**config.mk**
```make
export PLATFORM = sky130hd
export DESIGN_NAME = hpdcache_axi_read_responder
export DESIGN_NICKNAME = d
export VERILOG_FILES = /design/src/rtl/hpdcache_axi_read_responder.sv
export SDC_FILE = /design/constraint.sdc
export NUM_CORES = 1
export LEC_CHECK = 0
export CORE_UTILIZATION = 56
export DETAILED_ROUTE_END_ITERATION = 10
export GPL_ROUTABILITY_DRIVEN = 0
export PLACE_DENSITY = 0.86
export SETUP_SLACK_MARGIN = 0.2
export SLEW_MARGIN = 20
export SYNTH_ARGS = -nofsm -noshare
export SYNTH_HDL_FRONTEND = slang
export SYNTH_SLANG_ARGS = --single-unit
```
**constraint.sdc**
```tcl
create_clock -name clk_i -period 9.15 [get_ports clk_i]
set_input_delay 1.83 -clock clk_i [delete_from_list [all_inputs] [get_ports clk_i]]
set_output_delay 1.83 -clock clk_i [all_outputs]
set_load 0.02 [all_outputs]
```
**src/rtl/hpdcache_axi_read_responder.sv**
```systemverilog
// AXI4 read responder: serves AR bursts from a word-addressed synchronous SRAM, one burst at a time.
// Optional exclusive-access (EXOKAY) response enabled by defining HPDCACHE_AXI_RD_RESP_EXCL_EN.
package hpdcache_axi_rd_pkg;
  typedef struct packed {
    logic [3:0]  id;
    logic [63:0] addr;
    logic [7:0]  len;
    logic [2:0]  size;
    logic [1:0]  burst;
    logic        lock;
  } ar_chan_t;

  typedef struct packed {
    logic [3:0]  id;
    logic [63:0] data;
    logic [3:0]  resp;
    logic        last;
    logic        user;
  } r_chan_t;
endpackage

module hpdcache_axi_read_responder #(
  parameter type                   ar_chan_t    = hpdcache_axi_rd_pkg::ar_chan_t,
  parameter type                   r_chan_t     = hpdcache_axi_rd_pkg::r_chan_t,
  parameter int unsigned           AddrWidth    = 64,
  parameter int unsigned           DataWidth    = 64,
  parameter logic [AddrWidth-1:0]  MemBaseAddr  = '0,
  parameter int unsigned           MemSizeBytes = 65536,
  parameter int unsigned           MemAddrWidth = $clog2(MemSizeBytes / (DataWidth / 8))
) (
  input  logic                    clk_i,
  input  logic                    rst_ni,
  input  logic                    axi_ar_valid_i,
  input  ar_chan_t                axi_ar_i,
  output logic                    axi_ar_ready_o,
  output logic                    axi_r_valid_o,
  output r_chan_t                 axi_r_o,
  input  logic                    axi_r_ready_i,
  output logic                    mem_rd_en_o,
  output logic [MemAddrWidth-1:0] mem_rd_addr_o,
  input  logic [DataWidth-1:0]    mem_rd_data_i
);
  localparam int unsigned ByteOffs = $clog2(DataWidth / 8);
  localparam int unsigned IdWidth  = $bits(axi_r_o.id);

  typedef enum logic {IDLE, BURST} state_e;

  state_e               state_q, state_d;
  logic [IdWidth-1:0]   id_q;
  logic [AddrWidth-1:0] addr_q;
  logic [7:0]           len_q, cnt_q;
  logic [2:0]           size_q;
  logic [1:0]           burst_q;
`ifdef HPDCACHE_AXI_RD_RESP_EXCL_EN
  logic                 lock_q;
`endif

  logic                 ar_hs, issue, beat_err, r_pop, credit_ok;
  logic [AddrWidth-1:0] off;
  r_chan_t              beat, meta_q, push_entry;
  logic                 err_q, in_flight_q;
  r_chan_t              fifo_q [2];
  logic                 wr_ptr_q, rd_ptr_q;
  logic [1:0]           fill_q;

  assign ar_hs          = axi_ar_valid_i && axi_ar_ready_o;
  assign axi_ar_ready_o = (state_q == IDLE);

  // Offset wraps negative addresses to huge values, so one compare covers both window edges.
  assign off           = addr_q - MemBaseAddr;
  assign beat_err      = (burst_q != 2'b01) || !(off < AddrWidth'(MemSizeBytes)) ||
                         (size_q > 3'(ByteOffs));
  assign mem_rd_addr_o = off[ByteOffs +: MemAddrWidth];
  assign mem_rd_en_o   = issue && !beat_err;

  // Credit counts the beat leaving this cycle so a full pipe still sustains one beat per cycle.
  assign r_pop     = axi_r_valid_o && axi_r_ready_i;
  assign credit_ok = ({1'b0, fill_q} + {2'b0, in_flight_q}) < (3'd2 + {2'b0, r_pop});

  always_ff @(posedge clk_i or negedge rst_ni) begin
    if (!rst_ni) state_q <= IDLE;
    else         state_q <= state_d;
  end

  always_comb begin
    state_d = state_q;
    issue   = 1'b0;
    if (state_q == IDLE) begin
      if (axi_ar_valid_i) state_d = BURST;
    end else if (credit_ok) begin
      issue = 1'b1;
      if (cnt_q == len_q) state_d = IDLE;
    end
  end

  always_comb begin
    beat      = '0;
    beat.id   = id_q;
    beat.last = (cnt_q == len_q);
    if (beat_err) beat.resp[1:0] = 2'b10;
`ifdef HPDCACHE_AXI_RD_RESP_EXCL_EN
    else if (lock_q) beat.resp[1:0] = 2'b01;
`endif
  end

  always_ff @(posedge clk_i or negedge rst_ni) begin
    if (!rst_ni) begin
      id_q        <= '0;
      addr_q      <= '0;
      len_q       <= '0;
      size_q      <= '0;
      burst_q     <= '0;
      cnt_q       <= '0;
`ifdef HPDCACHE_AXI_RD_RESP_EXCL_EN
      lock_q      <= 1'b0;
`endif
      in_flight_q <= 1'b0;
      err_q       <= 1'b0;
      meta_q      <= '0;
    end else begin
      if (ar_hs) begin
        id_q    <= axi_ar_i.id;
        addr_q  <= axi_ar_i.addr;
        len_q   <= axi_ar_i.len;
        size_q  <= axi_ar_i.size;
        burst_q <= axi_ar_i.burst;
        cnt_q   <= '0;
`ifdef HPDCACHE_AXI_RD_RESP_EXCL_EN
        lock_q  <= axi_ar_i.lock;
`endif
      end else if (issue) begin
        addr_q <= addr_q + (AddrWidth'(1) << size_q);
        cnt_q  <= cnt_q + 8'd1;
      end
      in_flight_q <= issue;
      if (issue) begin
        meta_q <= beat;
        err_q  <= beat_err;
      end
    end
  end

  // SRAM data joins its beat metadata one cycle after the read was issued.
  always_comb begin
    push_entry      = meta_q;
    push_entry.data = err_q ? '0 : mem_rd_data_i;
  end

  always_ff @(posedge clk_i or negedge rst_ni) begin
    if (!rst_ni) begin
      wr_ptr_q <= 1'b0;
      rd_ptr_q <= 1'b0;
      fill_q   <= '0;
    end else begin
      if (in_flight_q) wr_ptr_q <= ~wr_ptr_q;
      if (r_pop)       rd_ptr_q <= ~rd_ptr_q;
      fill_q <= fill_q + {1'b0, in_flight_q} - {1'b0, r_pop};
    end
  end

  always_ff @(posedge clk_i) begin
    if (in_flight_q) fifo_q[wr_ptr_q] <= push_entry;
  end

  assign axi_r_valid_o = (fill_q != 2'd0);
  assign axi_r_o       = axi_r_valid_o ? fifo_q[rd_ptr_q] : '0;

endmodule

```
==> Word level (Yosys, flattened, before mapping) <==
Memory sizes are Yosys's and may differ from the RTL's.
Cells that the tools add are included.
{ "classes": {"addsub": 6, "n_mul": 0, "div": 0, "order_cmp": 3, "n_eq_ne": 2, "n_shift": 1, "mux": 15, "bitwise_logic": 3, "n_reduce_logical": 9} }
{ "ops": {"columns": ["op", "n"], "rows": [
  ["$mux W64", 3],
  ["$mux W74", 1],
  ["$add A64 B64 Y64", 1],
  ["$lt A64 B17 Y1 const B", 1],
  ["$shl A1 B3 Y64 const A", 1],
  ["$mux W8", 2],
  ["$add A8 B1 Y8 const B", 1],
  ["$eq A8 B8 Y1", 1],
  ["$mux W1", 8],
  ["$reduce_bool A2 Y1", 2],
  ["$add A2 B1 Y3", 1],
  ["$add A2 B1 Y3 const A", 1],
  ["$gt A3 B2 Y1 const B", 1],
  ["$logic_and A1 B1 Y1", 3],
  ["$lt A3 B3 Y1", 1],
  ["$not A1 Y1", 3],
  ["$add A2 B1 Y2", 1],
  ["$logic_not A1 Y1", 2],
  ["$logic_or A1 B1 Y1", 2],
  ["$mux W2", 1],
  ["$ne A2 B1 Y1 const B", 1],
  ["$sub A2 B1 Y2", 1]
]} }
{ "word_totals": {"register_bits": 103, "latch_bits": 0, "ram_bits": 142, "mem_bits_ro": 0, "input_bits": 150, "out_inout_bits": 90, "word_cells": 55, "n_memories": 1} }
{ "memory_table": {"columns": ["memory", "depth", "word_bits", "rd", "rd_ports_with_merged_regs", "write_ports", "line", "source"], "rows": [
  ["fifo_q", 2, 71, 1, 0, 1, "62", "r_chan_t fifo_q [2];"]
]} }

==> Logic depth before layout (Yosys ltp) <==
{ "logic_depth": {"ltp_word": 8, "ltp_mapped": 12, "ltp_nobuf": 9} }

==> Least setup slack after synthesis <==
OpenSTA, ideal clock, no wires.
{ "synth_timing": {"kind": "input port to output port", "start": "input port axi_r_ready_i", "end": "output port mem_rd_en_o", "arrival_ps": 3157, "t_required_ps": 7320, "setup_slack_ps": 4163, "stages": 6, "n_path_buf": 2, "cell_sequence": "o21ai_1 o21ai_0 nand2_1 clkbuf_1 clkbuf_1 nor2_1"} }
{ "synth_via": {"elab_chain_cells": 6} }
{ "synth_rtl": {"columns": ["element", "line", "source"], "rows": [
  ["from (decl)", "38", "input logic axi_r_ready_i,"],
  ["$logic_and A1 B1 Y1", "77", "assign r_pop = axi_r_valid_o && axi_r_ready_i;"],
  ["$add A2 B1 Y3", "78", "assign credit_ok = ({1'b0, fill_q} + {2'b0, in_flight_q}) < (3'd2 + {2'b0, r_pop});"],
  ["$lt A3 B3 Y1", "78", null],
  ["$mux W1", "90", "end else if (credit_ok) begin"],
  ["$mux W1", "88", "if (state_q == IDLE) begin"],
  ["$logic_and A1 B1 Y1", "74", "assign mem_rd_en_o = issue && !beat_err;"],
  ["to (decl)", "39", "output logic mem_rd_en_o,"]
]} }
Every way passes these cells.

==> Worst setup path after layout <==
Same ends and word-level chain as after synthesis.

==> impl_results.md <==
* Die width at about 150 um
* Top-count cell post-synth: nand2_1
* Flop2flop setup slack at around 5.7 ns
* Leading post-synthesis cells by cell area: edfxtp_1, dfrtp_1, mux2i_1
* Worst-Skew Late Latency at between 0.5 and 0.6 ns
* # IOs at 240
* Worst R2R Start: size_q[2]$_DFFE_PN0P_
* ANT nets after route at 0
* Status: complete, no violations
* Routed vias/inst at 5.73
* Core box area at between 20000 and 25000 um^2
* Vias at approximately 9000
* CTS tree: built
* Post-synthesis sequential area ratio at 0.577
* Clock skew at 0.0129 ns
* Largest net degree at the start of global routing at 88
* DRT iter0 DRCs at just under 700
* CP Max Fanout at 34
* Initial antenna violation count at 0
* Setup TNS at 0 ns
* Worst hold path endpoint: meta_q[73]$_DFFE_PN0P_
* Pwr Density at between 300 and 400 nW/um^2
* Antenna cell count at 0
* Synth top area share at 0.360
* Share of post-route cells with drive strength above 1 at 0.0490
* Leak at about 5.7 nW
* Router iterations before antenna repair at 6
* Final worst-path cycle share at 0.668
* # resized after CTS at 0
* CP startpoint kind: primary input
* Hold Startpoint: id_q[3]$_DFFE_PN0P_
* Fin crit period at just over 6 ns
* Synth area leader: edfxtp_1
* DRC at 0
* Average size of a mapped cell at 10.7 um^2
* Synthesized flop and latch total at ~240
* Top FF cell, synth: edfxtp_1
* Slew Limit Fails at 0
* Post-synthesis instance area at roughly 12000 um^2
* Setup Crit Path Kind: in -> out
* Dpl ws at 2.74 ns
* Grt total ovfl at 0
* CP required at roughly 7.3 ns
* CTS max path bufs at 3
* Post-DR wirelength/cell at about 18 um
* Area Overhead vs Synth at 27.7%
* Maximum vdd drop at a little under 0.2 mV
* Fmax at between 150 and 200 MHz
* Die Y at around 150 um
* WHS Path Cells at 2
* Final instance area at 14900 um^2
* Hold buffers post-CTS at 0
* Rows at 52
* Final Routed Wirelength at about 28 mm
* Yosys warns at 0
* Synth cell count leaders: nand2_1, edfxtp_1, nor2_1, dfrtp_1, mux2i_1
* Die Footprint at between 20000 and 25000 um^2
* Clk slew on worst S/H paths at roughly 0.060 ns
* # nets final at around 1500
* DPL Wire Length at roughly 19 mm
* Number of synthesized flops with an enable pin at 140
* Final Hold Fails at 0
* FF-to-FF End: addr_q[59]$_DFFE_PN0P_
* Critical Path Sink Type: output port
* Initial Util at 0.575
* First-pass GRT wire length at 45.5 mm
* Unique cell type count in the Yosys netlist at 48
* Async set-reset flop share out of synthesis at 0.419
* Clk sinks at roughly 240
* Slew @ Worst Pin at between 0.9 and 1 ns
* Number of max-cap violations at 0
* PortBufs at between 200 and 250
* R2r worst-path depth at 8
* Hold Path Class: reg -> reg
* Total GRT Usage at 0.266
* Post-CTS Setup Bufs at 0
* Clock buffer count from CTS at 25
* Fillers at about 1400
* Syn Inst Count at about 1100
* DP Area at 14100 um^2
* Final setup vio count at 0
* CTS root buf: clkbuf_16
* H-tree depth at 1
* Arr. time, crit path at 4.28 ns
* Final setup margin at 3.04 ns
* RSZ-0062 raised after global routing: false
* Slew margin rel. at 0.339
* Vias in the first global route at approximately 9000
-- how the worst max path moves through the flow --
stage / startpoint / to / slack [ns] / cells past startpoint
floorplan: axi_r_ready_i / mem_rd_en_o / 4.16 / 6
global placement: axi_r_ready_i / mem_rd_en_o / 2.79 / 6
detailed placement: axi_r_ready_i / mem_rd_en_o / 2.74 / 6
CTS: axi_r_ready_i / mem_rd_en_o / 2.73 / 6
global route: axi_r_ready_i / mem_rd_en_o / 2.81 / 6
finish: axi_r_ready_i / mem_rd_en_o / 3.04 / 6
-- final cells by class --
type	instances	area [um^2]	area share
clock buffer	33	697	0.0468
clock inverter	13	88.8	0.00596
inverter	17	63.8	0.00428
sequential	241	6740	0.452
timing repair buffer	243	2410	0.162
tap	270	338	0.0227
multi-input combinational	760	4570	0.307
-- worst max-delay path, cell delays in order --
cell and delay, ns:
clkdlybuf4s50_1 0.45, o21ai_1 0.11, o21ai_0 0.42, nand2_2 0.51, nor2_1 0.28, clkdlybuf4s50_1 0.67
-- cells in the final DEF (no fill, tap or decap), types with 5 or more instances in the layout --
cell,instances
a31oi_1,19
or4_1,5
buf_4,10
nor3_1,17
edfxtp_1,140
nor2b_1,64
o21ai_0,57
a21o_1,8
clkdlybuf4s50_1,233
a21oi_1,19
clkinv_2,7
dfrtp_1,99
clkbuf_16,26
mux2i_1,70
nand3_1,29
nand4_1,26
inv_1,16
nor2_1,124
nand2_1,141
ha_1,13
nor4_1,36
and3_1,8
clkbuf_1,5
nor4b_1,6
xor2_1,18
clkinv_1,5
xnor2_1,42
or3_1,10
-- metrics by stage --
| stage | instances | power (mW) | hold slack, ns | util |
|---|---|---|---|---|
| final | 1577 | 5.02 | 0.471 | 0.734 |
| after global routing | 1577 | 5.31 | 0.494 | 0.734 |
| after CTS | 1577 | 5.04 | 0.475 | 0.734 |
| after detailed placement | 1531 | 4.06 | 0.460 | 0.695 |
| after global placement | 1531 | 3.99 | 0.449 | 0.695 |
| after floorplan | 1093 | 3.24 | 0.438 | - |
-- report_power, final --
part	leakage, nW	internal [mW]	switching (mW)
combinational	2.73	0.902	1.18
clock	0.393	0.563	0.404
sequential	2.60	1.63	0.346
-- flip-flops by register name, indices dropped and copies added (netlist names), 2 cells and up --
signal and count:
addr_q 64, meta_q 5, fifo_q 140, fill_q 2, cnt_q 8, id_q 4, burst_q 2, len_q 8
size_q 3
-- metal layers --
metal | routed length [um] | GRT usage | vias up
met2 | 13900 | 0.446 | 387
met4 | 668 | 0.0802 | 0
met1 | 11600 | 0.359 | 4352
li1 | - | - | 4242
met5 | 0 | 0 | -
met3 | 2170 | 0.0419 | 52
-- cells by family (layout without fill, tap and decap cells) --
group / after synthesis / after routing / synth area share
adder cells (fa/ha/maj): 14 / 14 / 0.0157
multiplexers: 72 / 72 / 0.0620
other: 1 / 4 / 0.000321
XOR/XNOR: 60 / 60 / 0.0450
buffers and inverters: 92 / 306 / 0.0353
AO/OA/AOI/OAI: 120 / 120 / 0.0586
AND/OR/NAND/NOR: 490 / 490 / 0.206
flip-flops: 241 / 241 / 0.577
(Power assumes the default switching activity.)
